**config.mk**
```make
export PLATFORM = sky130hd
export DESIGN_NAME = membrane_fire_flat
export DESIGN_NICKNAME = d
export VERILOG_FILES = /design/src/rtl/psrm0_pkg.sv /design/src/rtl/membrane_fire_if.sv /design/src/rtl/membrane_fire_refractory_timer.sv /design/src/rtl/membrane_fire.sv /design/src/flat_wrapper.sv
export SDC_FILE = /design/constraint.sdc
export NUM_CORES = 1
export LEC_CHECK = 0
export CAP_MARGIN = 20
export CORE_MARGIN = 5
export CORE_UTILIZATION = 40
export CTS_CLUSTER_SIZE = 12
export DETAILED_ROUTE_END_ITERATION = 12
export GPL_TIMING_DRIVEN = 1
export PLACE_DENSITY = 0.7
export REMOVE_ABC_BUFFERS = 1
export SYNTH_ARGS = -nofsm -noshare
export SYNTH_HDL_FRONTEND = slang
export SYNTH_HIERARCHICAL = 1
export SYNTH_SLANG_ARGS = --single-unit
```
**constraint.sdc**
```tcl
create_clock -name clk -period 3.8 [get_ports clk]
set_clock_uncertainty 0.1 [all_clocks]
set_input_delay 0.38 -clock clk [delete_from_list [all_inputs] [get_ports clk]]
set_output_delay 0.38 -clock clk [all_outputs]
set_load 0.005 [all_outputs]
```
**src/rtl/psrm0_pkg.sv**
```systemverilog
// Shared psrm0 neuron types and default constants.
// Used by the membrane/fire stage and the summation stage bench.
package psrm0_pkg;

    localparam int V_WIDTH = 14;

    typedef logic [V_WIDTH-1:0] voltage_t;

    typedef enum logic [1:0] {
        INTEGRATE,
        FIRE,
        REFRACT
    } fire_state_t;

    localparam voltage_t    DEF_THRESHOLD    = voltage_t'(1000);
    localparam voltage_t    DEF_V_RESET      = '0;
    localparam int          DEF_DECAY_SHIFT  = 3;
    localparam int unsigned DEF_REFRAC_TICKS = 4;

    // Cannot underflow: v >> shift never exceeds v.
    function automatic voltage_t cond_decay(voltage_t v, int shift);
        return v - (v >> shift);
    endfunction

endpackage

```
**src/rtl/membrane_fire_if.sv**
```systemverilog
// Tick/voltage/clear inputs and membrane/spike outputs of membrane_fire.
// o_spike_count and CNT_WIDTH exist only when SPIKE_COUNT_EN is defined.
interface membrane_fire_if
`ifdef SPIKE_COUNT_EN
    #(parameter int CNT_WIDTH = 16)
`endif
    ;
    import psrm0_pkg::*;

    logic     i_tick;
    voltage_t i_sum_voltage;
    logic     i_clear;
    voltage_t o_membrane;
    voltage_t o_cond_decay;
    logic     o_spike;
    logic     o_refractory;
`ifdef SPIKE_COUNT_EN
    logic [CNT_WIDTH-1:0] o_spike_count;
`endif

    modport master (
        output i_tick, i_sum_voltage, i_clear,
`ifdef SPIKE_COUNT_EN
        input  o_spike_count,
`endif
        input  o_membrane, o_cond_decay, o_spike, o_refractory
    );

    modport slave (
        input  i_tick, i_sum_voltage, i_clear,
`ifdef SPIKE_COUNT_EN
        output o_spike_count,
`endif
        output o_membrane, o_cond_decay, o_spike, o_refractory
    );

endinterface

```
**src/rtl/membrane_fire_refractory_timer.sv**
```systemverilog
// Refractory down-counter: load wins over tick; done flags the tick that reaches zero.
module refractory_timer #(
    parameter int CW = 3
) (
    input  logic          clk,
    input  logic          reset,
    input  logic          load,
    input  logic [CW-1:0] load_val,
    input  logic          tick,
    output logic          done,
    output logic          busy
);

    logic [CW-1:0] cnt;

    always_ff @(posedge clk or negedge reset) begin
        if (!reset) begin
            cnt <= '0;
        end else if (load) begin
            cnt <= load_val;
        end else if (tick && busy) begin
            cnt <= cnt - 1'b1;
        end
    end

    assign busy = (cnt != '0);
    assign done = tick && (cnt == CW'(1));

endmodule

```
**src/rtl/membrane_fire.sv**
```systemverilog
// psrm0 membrane register, threshold/fire FSM and conductance-decay feedback.
// SPIKE_COUNT_EN adds a saturating spike counter on o_spike_count.
//
// state     | meaning
// INTEGRATE | ticks load the membrane; at/above threshold fires
// FIRE      | one-clock spike; ticks discarded
// REFRACT   | membrane held at V_RESET; ticks count down the timer
module membrane_fire
    import psrm0_pkg::*;
#(
    parameter voltage_t    THRESHOLD    = DEF_THRESHOLD,
    parameter voltage_t    V_RESET      = DEF_V_RESET,
    parameter int          DECAY_SHIFT  = DEF_DECAY_SHIFT,
    parameter int unsigned REFRAC_TICKS = DEF_REFRAC_TICKS
) (
    input  logic           clk,
    input  logic           reset,
    membrane_fire_if.slave bus
);

    localparam int RT_W = (REFRAC_TICKS > 0) ? $clog2(REFRAC_TICKS + 1) : 1;

    fire_state_t     state;
    logic            fire_evt;
    logic            tmr_load;
    logic [RT_W-1:0] tmr_load_val;
    logic            tmr_tick;
    logic            tmr_done;
    logic            tmr_busy;

    assign fire_evt = (state == INTEGRATE) && bus.i_tick && !bus.i_clear
                      && (bus.i_sum_voltage >= THRESHOLD);

    // Clearing reloads the timer with zero instead of needing a separate port.
    assign tmr_load     = fire_evt || bus.i_clear;
    assign tmr_load_val = bus.i_clear ? '0 : RT_W'(REFRAC_TICKS);
    assign tmr_tick     = (state == REFRACT) && bus.i_tick;

    refractory_timer #(.CW(RT_W)) u_timer (
        .clk      (clk),
        .reset    (reset),
        .load     (tmr_load),
        .load_val (tmr_load_val),
        .tick     (tmr_tick),
        .done     (tmr_done),
        .busy     (tmr_busy)
    );

    always_ff @(posedge clk or negedge reset) begin
        if (!reset) begin
            state            <= INTEGRATE;
            bus.o_membrane   <= V_RESET;
            bus.o_spike      <= 1'b0;
            bus.o_refractory <= 1'b0;
        end else if (bus.i_clear) begin
            state            <= INTEGRATE;
            bus.o_membrane   <= V_RESET;
            bus.o_spike      <= 1'b0;
            bus.o_refractory <= 1'b0;
        end else begin
            case (state)
                INTEGRATE: begin
                    if (fire_evt) begin
                        state            <= FIRE;
                        bus.o_membrane   <= V_RESET;
                        bus.o_spike      <= 1'b1;
                        bus.o_refractory <= 1'b1;
                    end else if (bus.i_tick) begin
                        bus.o_membrane <= bus.i_sum_voltage;
                    end
                end
                FIRE: begin
                    // Timer is busy here exactly when a refractory period was loaded.
                    bus.o_spike <= 1'b0;
                    if (tmr_busy) begin
                        state <= REFRACT;
                    end else begin
                        state            <= INTEGRATE;
                        bus.o_refractory <= 1'b0;
                    end
                end
                REFRACT: begin
                    if (tmr_done) begin
                        state            <= INTEGRATE;
                        bus.o_refractory <= 1'b0;
                    end
                end
                default: begin
                    state            <= INTEGRATE;
                    bus.o_membrane   <= V_RESET;
                    bus.o_spike      <= 1'b0;
                    bus.o_refractory <= 1'b0;
                end
            endcase
        end
    end

    assign bus.o_cond_decay = cond_decay(bus.o_membrane, DECAY_SHIFT);

`ifdef SPIKE_COUNT_EN
    always_ff @(posedge clk or negedge reset) begin
        if (!reset) begin
            bus.o_spike_count <= '0;
        end else if (fire_evt && !(&bus.o_spike_count)) begin
            bus.o_spike_count <= bus.o_spike_count + 1'b1;
        end
    end
`endif

endmodule

```
**src/flat_wrapper.sv**
```systemverilog
// flat-port wrapper written by rule: the top's interface ports become plain ports
module membrane_fire_flat import psrm0_pkg::*;
#(
    parameter voltage_t    THRESHOLD    = DEF_THRESHOLD,
    parameter voltage_t    V_RESET      = DEF_V_RESET,
    parameter int          DECAY_SHIFT  = DEF_DECAY_SHIFT,
    parameter int unsigned REFRAC_TICKS = DEF_REFRAC_TICKS
)
  (clk, reset, bus_i_tick, bus_i_sum_voltage, bus_i_clear, bus_o_membrane, bus_o_cond_decay, bus_o_spike, bus_o_refractory);
  membrane_fire_if bus_i ();
  input  logic clk;
  input  logic reset;
  input wire logic [$bits(bus_i.i_tick)-1:0] bus_i_tick;
  input wire logic [$bits(bus_i.i_sum_voltage)-1:0] bus_i_sum_voltage;
  input wire logic [$bits(bus_i.i_clear)-1:0] bus_i_clear;
  output wire logic [$bits(bus_i.o_membrane)-1:0] bus_o_membrane;
  output wire logic [$bits(bus_i.o_cond_decay)-1:0] bus_o_cond_decay;
  output wire logic [$bits(bus_i.o_spike)-1:0] bus_o_spike;
  output wire logic [$bits(bus_i.o_refractory)-1:0] bus_o_refractory;
  assign bus_i.i_tick = bus_i_tick;
  assign bus_i.i_sum_voltage = bus_i_sum_voltage;
  assign bus_i.i_clear = bus_i_clear;
  assign bus_o_membrane = bus_i.o_membrane;
  assign bus_o_cond_decay = bus_i.o_cond_decay;
  assign bus_o_spike = bus_i.o_spike;
  assign bus_o_refractory = bus_i.o_refractory;
  membrane_fire #(.THRESHOLD(THRESHOLD), .V_RESET(V_RESET), .DECAY_SHIFT(DECAY_SHIFT), .REFRAC_TICKS(REFRAC_TICKS)) u_core (.clk(clk), .reset(reset), .bus(bus_i));
endmodule
```
==> results by group, run 1 <==
Yosys
  • Syn Area/Cell: 9.05 sq um
  • Yosys reg bits: 21
  • Yosys Warn Count: 6
  • Largest area contributor in the netlist: dfrtp_1
  • Largest cells by area after synthesis: dfrtp_1, ha_1, inv_1
  • Post-synthesis sequential area ratio: 0.330
  • Mapped Cells: 176
  • Top cell type's share of synthesized area: 0.330
  • Synth unique cells: 43
  • Mapped Area: 0.00159 sq mm

Timing
  • Max-slew violation count: 0
  • Max_slew headroom: 0.405
  • Tcrit/Tclk final: 0.919
  • Final Hold Fails: 0
  • F_max: 0.286 GHz
  • TNS Setup: 0 ns
  • Post-route minimum period: 3.49 ns
  • Slew of the pin with the lowest slew margin: 0.890 ns
  • Setup-failing EPs final: 0
  • RSZ-0062 raised after global routing: false

Floorplan
  • Die X: 73.1 um
  • Die area: 0.00534 sq mm
  • Core area: 0.00394 sq mm
  • Die height: 73.1 um
  • IO Count: 48
  • Row cnt: 23
  • Initial Util: 0.404

Route
  • Via density: 5.20
  • Routed vias: 1426
  • Routed Antenna Nets: 0
  • Routed WL: 3.63 mm
  • DRC viols: 0
  • Mean routed wirelength per cell: 13.2 um
  • Iteration-0 DRC Markers: 100
  • 1st-pass router iterations: 4

Clock network
  • # hold bufs at CTS: 0
  • Post-CTS sizing: 0
  • Worst skew pair latency: 0.26 ns
  • Clock-pin slew on the worst setup and hold paths: 0.07 ns
  • H-tree Lvls: 1
  • Setup bufs post-CTS: 0
  • Clk sinks: 21
  • Clock tree buffer depth: 2
  • CTS tree: done
  • Clock Tree Root: clkbuf_8
  • Num CTS Buffers: 3

Worst setup path
  • Buf/Inv on CP: 3
  • Most frequent CP cell: inv_1
  • WP data arrival: 3.01 ns
  • Slowest stage cell, crit path: clkdlybuf4s50_1
  • CP Capture Type: output pin
  • Largest fanout on the critical path: 3
  • Reg2Reg Launch Point: u_core/state[0]
  • Crit-path max cell delay: 0.52 ns
  • Worst EP required: 3.32 ns
  • Largest delay share family, worst path: compound AO/OA/AOI/OAI gates
  • Worst path cell trace: inv_1, ha_1, inv_1, fa_1, a21o_1, a221oi_2, o221ai_2, a211oi_2, xnor2_1, clkdlybuf4s50_1
  • Critical path class: reg -> out
  • Reg2reg setup slack: 1.54 ns
  • FF-to-FF End: u_core/bus.o_membrane[0]
  • Startpoint Class: register
  • R2R cell count: 6

Hold path
  • Hold Crit Start: u_core/bus.o_membrane[0]
  • Worst min-delay path category: reg -> reg
  • WHS Path Cells: 1
  • Hold endpoint: u_core/bus.o_membrane[0]

Finish
  • # fillers: 371
  • Most frequent cells in the layout: clkdlybuf4s50_1, inv_1, dfrtp_1
  • Finished Core Util: 0.547
  • Commonest non-fill, non-tap cell in the layout: clkdlybuf4s50_1
  • Layout Nets: 261
  • Share of cells above drive strength 1: 0.0446
  • Area grow syn2layout: 35.5%
  • Number of antenna diodes: 0

Place
  • Routability Congestion: 0.766
  • Port Buffers: 47
  • HPWL Detailed: 3.00 mm

Global route
  • Number of global-route vias before repair: 1355
  • Grt ovf: 0
  • Initial antenna violation count: 0
  • Global-route wire length before repair: 6.12 mm
  • Largest net degree at the start of global routing: 22
  • GRT Util Overall: 0.144

Run
  • Max_cap viols: 0

Power
  • Pwr Density: 469 mW/mm^2
  • Worst ir drop on vdd: 0.214 mV
  • Overall Power: 0.00101 W
  • Lkg Pwr: 0.965 nW

Run status
  • Status: finished clean
==> layer usage <==
| metal | global-route usage | part of all wire |
|---|---|---|
| met5 | 0 | 0 |
| met4 | 0.0553 | 0.013 |
| met3 | 0.0124 | 0.045 |
| met2 | 0.234 | 0.49 |
| met1 | 0.198 | 0.45 |
==> cell type report <==
class | count | area [sq um] | area share
timing repair buffer | 47 | 470 | 0.218
inverter | 24 | 90.1 | 0.0417
tap | 50 | 62.6 | 0.0290
sequential | 21 | 526 | 0.243
clock buffer | 4 | 45.0 | 0.0209
multi-input combinational | 128 | 965 | 0.447
==> kinds of logic after synthesis <==
logic type / after synthesis / synth area share
mux: 1 / 0.00707
fa+ha+maj: 18 / 0.146
other cells: 1 / 0.00235
simple gates: 47 / 0.159
buf+inv: 28 / 0.0668
flops: 21 / 0.330
xor+xnor: 9 / 0.0495
compound gates: 51 / 0.239
==> power breakdown <==
part           total, W  internal (W)  switching, W
sequential     0.000269      0.000247     0.0000223
clock          0.000143     0.0000746     0.0000687
combinational  0.000599      0.000351      0.000249
total           0.00101      0.000672      0.000340
==> state kept, by name (all words and copies together) (netlist names) <==
signal	cells
u_core/bus.o_membrane	14
u_core/bus.o_refractory	1
u_core/bus.o_spike	1
u_core/state	2
u_core/u_timer/cnt	3
==> stage by stage <==
stage	instance area, sq um	setup WS (ns)	hold WS (ns)	instances
detailed placement	2110	0.590	0.420	270
finish	2160	0.308	0.441	274
global placement	2110	0.634	0.417	270
global route	2160	0.155	0.476	274
CTS	2160	0.291	0.441	274
floorplan	1580	1.24	-0.0156	173
==> cell usage after synthesis <==
cell type  count
a211o_1        1
a211oi_1       1
a211oi_2       1
a21o_1         4
a21oi_1       12
a221oi_2       1
a22o_1        10
a22oi_1        1
a311o_1        1
a311oi_1       3
a31o_1         1
a31oi_1        4
and3_1         4
and3b_2        1
and4bb_1       1
clkbuf_1       3
clkbuf_2       1
conb_1         1
dfrtp_1       21
fa_1           1
ha_1          17
inv_1         24
mux2_2         1
nand2_1       11
nand2b_1       1
nand2b_4       1
nand3_1        5
nand4_1        2
nor2_1         7
nor2b_1        1
nor3_1         8
nor3_2         1
nor4_1         1
o2111ai_1      2
o21a_1         1
o21ai_0        4
o21ai_1        1
o21bai_1       1
o221ai_1       1
o221ai_2       1
or3_1          3
xnor2_1        7
xor2_1         2
==> worst register-to-register path, cell delays in order (launching register included) <==
cell     delay (ns)
dfrtp_1        0.37
inv_1          0.07
ha_1           0.29
a21oi_1        0.31
nor2_1         0.26
nor3_2         0.58
a22o_1         0.23
==> worst max path at each step <==
stage / startpoint / to / cells past startpoint
6_report: u_core/bus.o_membrane[0] / bus_o_cond_decay[12] / 10
5_1_grt: u_core/bus.o_membrane[11] / bus_o_cond_decay[11] / 7
4_1_cts: u_core/bus.o_membrane[0] / bus_o_cond_decay[12] / 10
3_5_place_dp: u_core/bus.o_membrane[0] / bus_o_cond_decay[12] / 10
3_3_place_gp: u_core/bus.o_membrane[0] / bus_o_cond_decay[12] / 10
2_1_floorplan: u_core/bus.o_membrane[0] / bus_o_cond_decay[12] / 9
Power figures use the tool's default switching activity.
==> inputs of run 2 (changes only) <==
Settings changed: CORE_MARGIN 5 to 2.
==> results by group, run 2 (same netlist as run 1, synthesis figures left out) <==
Floorplan
  • Core area: 0.00374 sq mm
  • Die height: 67.1 um
  • Row cnt: 22
  • IO Count: 48
  • Initial Util: 0.425
  • Die X: 67.1 um
  • Die area: 0.00450 sq mm

Timing
  • TNS Setup: 0 ns
  • F_max: 0.286 GHz
  • Tcrit/Tclk final: 0.921
  • Slew of the pin with the lowest slew margin: 0.782 ns
  • Max_slew headroom: 0.477
  • RSZ-0062 raised after global routing: false
  • Setup-failing EPs final: 0
  • Final Hold Fails: 0
  • Max-slew violation count: 0
  • Post-route minimum period: 3.50 ns

Clock network
  • Num CTS Buffers: 3
  • H-tree Lvls: 1
  • Clock Tree Root: clkbuf_8
  • # hold bufs at CTS: 0
  • Clock tree buffer depth: 2
  • Worst skew pair latency: 0.26 ns
  • Clk sinks: 21
  • Setup bufs post-CTS: 0
  • CTS tree: done
  • Clock-pin slew on the worst setup and hold paths: 0.08 ns
  • Post-CTS sizing: 0

Finish
  • Most frequent cells in the layout: clkdlybuf4s50_1, inv_1, dfrtp_1
  • Share of cells above drive strength 1: 0.0533
  • Non-Filler Instances: 273
  • Max reg flops: 14
  • Number of antenna diodes: 0
  • Commonest non-fill, non-tap cell in the layout: clkdlybuf4s50_1
  • Top Registers: u_core/bus.o_membrane x14, u_core/u_timer/cnt x3, u_core/state x2
  • Biggest register: u_core/bus.o_membrane
  • Layout Nets: 262
  • Area grow syn2layout: 37.2%

Worst setup path
  • WP data arrival: 3.02 ns
  • Worst EP required: 3.32 ns
  • Startpoint Class: register
  • Reg2Reg Launch Point: u_core/state[0]
  • Critical path class: reg -> out
  • Largest fanout on the critical path: 3
  • CP Capture Type: output pin
  • Worst Setup SP: u_core/bus.o_membrane[0]

Power
  • Clock Power Share: 0.142
  • Seq pwr share: 0.266
  • Lkg Pwr: 0.981 nW
  • Pwr Density: 466 mW/mm^2
  • Switching Fraction: 0.338
  • Worst ir drop on vdd: 0.238 mV
  • Internal power: 0.000674 W
  • Comb pwr share: 0.591
  • Psw: 0.000344 W

Place
  • HPWL Detailed: 2.94 mm
  • Routability Congestion: 0.837
  • Port Buffers: 47
  • Placed cells: 268

Global route
  • Number of global-route vias before repair: 1397
  • Grt ovf: 0
  • Global-route wire length before repair: 6.24 mm
  • GRT Util Overall: 0.181
  • Largest net degree at the start of global routing: 22
  • Initial antenna violation count: 0

Route
  • Routed Antenna Nets: 0
  • Via density: 5.40
  • 1st-pass router iterations: 4
  • Routed vias: 1474
  • Mean routed wirelength per cell: 13.9 um
  • DRC viols: 0
  • Iteration-0 DRC Markers: 101
  • Routed WL: 3.80 mm

Run status
  • Status: finished clean

Run
  • Max_cap viols: 0

Hold path
  • Worst min-delay path category: in -> async
==> run 2: area by class of cell <==
| cell class | instances | area [sq um] |
|---|---|---|
| multi-input combinational | 128 | 965 |
| clock inverter | 1 | 5.00 |
| timing repair buffer | 48 | 498 |
| clock buffer | 3 | 41.3 |
| fill | 357 | 1560 |
| inverter | 24 | 90.1 |
| sequential | 21 | 526 |
| tap | 48 | 60.1 |
==> run 2: path summary, 6_finish.rpt <==
kind	endpoint	slack [ns]	cells after the start
setup reg to reg	u_core/bus.o_membrane[9]	1.47	6
min in group clk	u_core/bus.o_membrane[0]	0.45	1
hold reg to reg	u_core/bus.o_membrane[0]	0.45	1
hold / removal	u_core/bus.o_membrane[4]	0.27	1
max in group asynchronous	u_core/bus.o_spike	2.95	2
setup / recovery	bus_o_cond_decay[12]	0.30	10
==> run 2: power groups by stage <==
stage | combinational (W) | clock [W] | sequential (W)
2_1_floorplan | 0.000325 | 0 | 0.000270
6_report | 0.000602 | 0.000145 | 0.000271
4_1_cts | 0.000603 | 0.000152 | 0.000271
3_3_place_gp | 0.000596 | 0 | 0.000274
3_5_place_dp | 0.000601 | 0 | 0.000275
5_1_grt | 0.000663 | 0.000159 | 0.000275
==> run 2: routing by layer <==
| metal | track usage | share of wire | wire, um | vias up |
|---|---|---|---|---|
| li1 | - | - | - | 735 |
| met1 | 0.248 | 0.47 | 1790 | 696 |
| met2 | 0.297 | 0.48 | 1800 | 37 |
| met3 | 0.0135 | 0.040 | 152 | 6 |
| met4 | 0.0689 | 0.014 | 52 | 0 |
| met5 | 0 | 0 | 0 | - |
==> run 2: stage by stage <==
| step | setup WS (ns) | hold slack (ns) | area [sq um] | power (W) | utilization |
|---|---|---|---|---|---|
| 6_report | 0.299 | 0.269 | 2180 | 0.00102 | 0.584 |
| 5_1_grt | 0.129 | 0.278 | 2180 | 0.00110 | 0.584 |
| 4_1_cts | 0.292 | 0.455 | 2160 | 0.00103 | 0.576 |
| 3_5_place_dp | 0.595 | 0.431 | 2110 | 0.000875 | 0.564 |
| 3_3_place_gp | 0.628 | 0.414 | 2110 | 0.000870 | 0.564 |
| 2_1_floorplan | 1.24 | -0.0156 | 1580 | 0.000595 | - |
==> run 2: worst max-delay path: stages, from the launching register on <==
cell and delay (ns):
dfrtp_1 0.40, inv_1 0.06, ha_1 0.18, inv_1 0.07, fa_1 0.41, a21o_1 0.22, a221oi_2 0.35, o221ai_2 0.17
a211oi_2 0.25, xnor2_1 0.14, clkdlybuf4s50_1 0.51
==> inputs of run 3 (changes only) <==
Settings changed: PLACE_DENSITY 0.7 to 0.72.
==> results by group, run 3 (same netlist as run 1, synthesis figures left out) <==
Finish
  • Commonest non-fill, non-tap cell in the layout: clkdlybuf4s50_1
  • # fillers: 374
  • Share of cells above drive strength 1: 0.0446
  • Top Registers: u_core/bus.o_membrane x14, u_core/u_timer/cnt x3, u_core/state x2
  • Number of antenna diodes: 0
  • Most frequent cells in the layout: clkdlybuf4s50_1, inv_1, dfrtp_1
  • Biggest register: u_core/bus.o_membrane
  • Reg area: 526 sq um
  • Layout Nets: 261
  • Area occupied by multi-input gates: 965 sq um
  • Area grow syn2layout: 35.3%
  • Max reg flops: 14

Timing
  • Max-slew violation count: 0
  • RSZ-0062 raised after global routing: false
  • Final Hold Fails: 0
  • Tcrit/Tclk final: 0.923
  • Slew of the pin with the lowest slew margin: 0.932 ns
  • Setup-failing EPs final: 0
  • Post-route minimum period: 3.51 ns
  • F_max: 0.285 GHz
  • Max_slew headroom: 0.376
  • TNS Setup: 0 ns

Route
  • DRC viols: 0
  • Via density: 5.40
  • 1st-pass router iterations: 4
  • Iteration-0 DRC Markers: 68
  • Routed vias: 1468
  • Routed WL: 3.72 mm
  • Routed Antenna Nets: 0
  • Mean routed wirelength per cell: 13.7 um

Clock network
  • # hold bufs at CTS: 0
  • Clock Tree Root: clkbuf_8
  • Clock tree buffer depth: 2
  • CTS tree: done
  • Worst skew pair latency: 0.26 ns
  • Num CTS Buffers: 3
  • Clk sinks: 21
  • H-tree Lvls: 1
  • Clock-pin slew on the worst setup and hold paths: 0.07 ns
  • Setup bufs post-CTS: 0
  • Post-CTS sizing: 0

Power
  • Worst ir drop on vdd: 0.221 mV
  • Switching Fraction: 0.337
  • Comb pwr share: 0.592
  • Clock Power Share: 0.142
  • Pwr Density: 471 mW/mm^2
  • Seq pwr share: 0.266
  • Overall Power: 0.00102 W
  • Psw: 0.000343 W
  • Lkg Pwr: 0.965 nW
  • Internal power: 0.000673 W

Global route
  • Largest net degree at the start of global routing: 22
  • Grt ovf: 0
  • Initial antenna violation count: 0
  • GRT Util Overall: 0.181
  • Global-route wire length before repair: 6.22 mm
  • Number of global-route vias before repair: 1354

Worst setup path
  • Most frequent CP cell: inv_1
  • Worst EP required: 3.32 ns
  • Crit-path max cell delay: 0.51 ns
  • CP Capture Type: output pin
  • Startpoint Class: register
  • Slowest stage cell, crit path: clkdlybuf4s50_1
  • Worst path cell trace: inv_1, ha_1, inv_1, fa_1, a21o_1, a221oi_2, o221ai_2, a211oi_2, xnor2_1, clkdlybuf4s50_1
  • Largest fanout on the critical path: 3
  • Critical path class: reg -> out
  • WP data arrival: 3.03 ns

Place
  • Routability Congestion: 0.778
  • HPWL Detailed: 2.89 mm
  • Port Buffers: 47

Floorplan
  • IO Count: 48
  • Die height: 67.1 um
  • Die X: 67.1 um
  • Initial Util: 0.425
  • Row cnt: 22
  • Core area: 0.00374 sq mm
  • Die area: 0.00450 sq mm

Run status
  • Status: finished clean

Run
  • Max_cap viols: 0

Hold path
  • Worst min-delay path category: reg -> reg
==> run 3: changes by cell type in the layout (fill, tap and decap cells not counted), sizes merged <==
cell / delta
clkbuf: +1
clkinv: -1
buf: -1
==> run 3: power groups by stage <==
stage / sequential (W) / clock, W / combinational [W]
final: 0.000270 / 0.000144 / 0.000601
after global routing: 0.000274 / 0.000161 / 0.000667
after CTS: 0.000270 / 0.000152 / 0.000605
after detailed placement: 0.000274 / 0 / 0.000601
after global placement: 0.000274 / 0 / 0.000596
after floorplan: 0.000270 / 0 / 0.000325
==> run 3: layout make-up <==
class	count	share of cell area
inverter	24	0.0418
sequential	21	0.244
clock buffer	4	0.0209
tap	48	0.0279
multi-input combinational	128	0.447
timing repair buffer	47	0.218
==> run 3: worst max-delay path, delay by kind of cell, from the launching register on <==
family / cells / cell delay [ns]
adders and majority gates: 2 / 0.58
xor gates and xnor gates: 1 / 0.14
DFF: 1 / 0.40
AOI/OAI and AO/OA: 4 / 1.02
buffers and inverters: 3 / 0.63
==> run 3: path summary, 6_finish.rpt <==
check | startpoint | to | slack (ns) | depth (start not counted)
setup reg to reg | u_core/state[0] | u_core/bus.o_membrane[3] | 1.45 | 6
setup / recovery | u_core/bus.o_membrane[0] | bus_o_cond_decay[12] | 0.29 | 10
min in group asynchronous | reset | u_core/bus.o_membrane[0] | 0.54 | 1
hold / removal | u_core/bus.o_membrane[0] | u_core/bus.o_membrane[0] | 0.45 | 1
max in group asynchronous | reset | u_core/bus.o_spike | 2.49 | 1
hold reg to reg | u_core/bus.o_membrane[0] | u_core/bus.o_membrane[0] | 0.45 | 1
==> run 3: metrics by stage <==
stage / util / worst slack, ns / hold WS (ns) / cell area, sq um / instances
6_report: 0.576 / 0.294 / 0.449 / 2160 / 272
3_5_place_dp: 0.564 / 0.577 / 0.431 / 2110 / 268
4_1_cts: 0.576 / 0.274 / 0.453 / 2160 / 272
5_1_grt: 0.576 / 0.127 / 0.475 / 2160 / 272
2_1_floorplan: - / 1.24 / -0.0156 / 1580 / 173
3_3_place_gp: 0.564 / 0.616 / 0.417 / 2110 / 268
==> run 3: routing by layer <==
metal / vias to the layer above / routed length (um) / global-route usage
met5: - / 0 / 0
li1: 734 / - / -
met1: 689 / 1790 / 0.251
met4: 0 / 43 / 0.0536
met2: 40 / 1740 / 0.298
met3: 5 / 140 / 0.0186
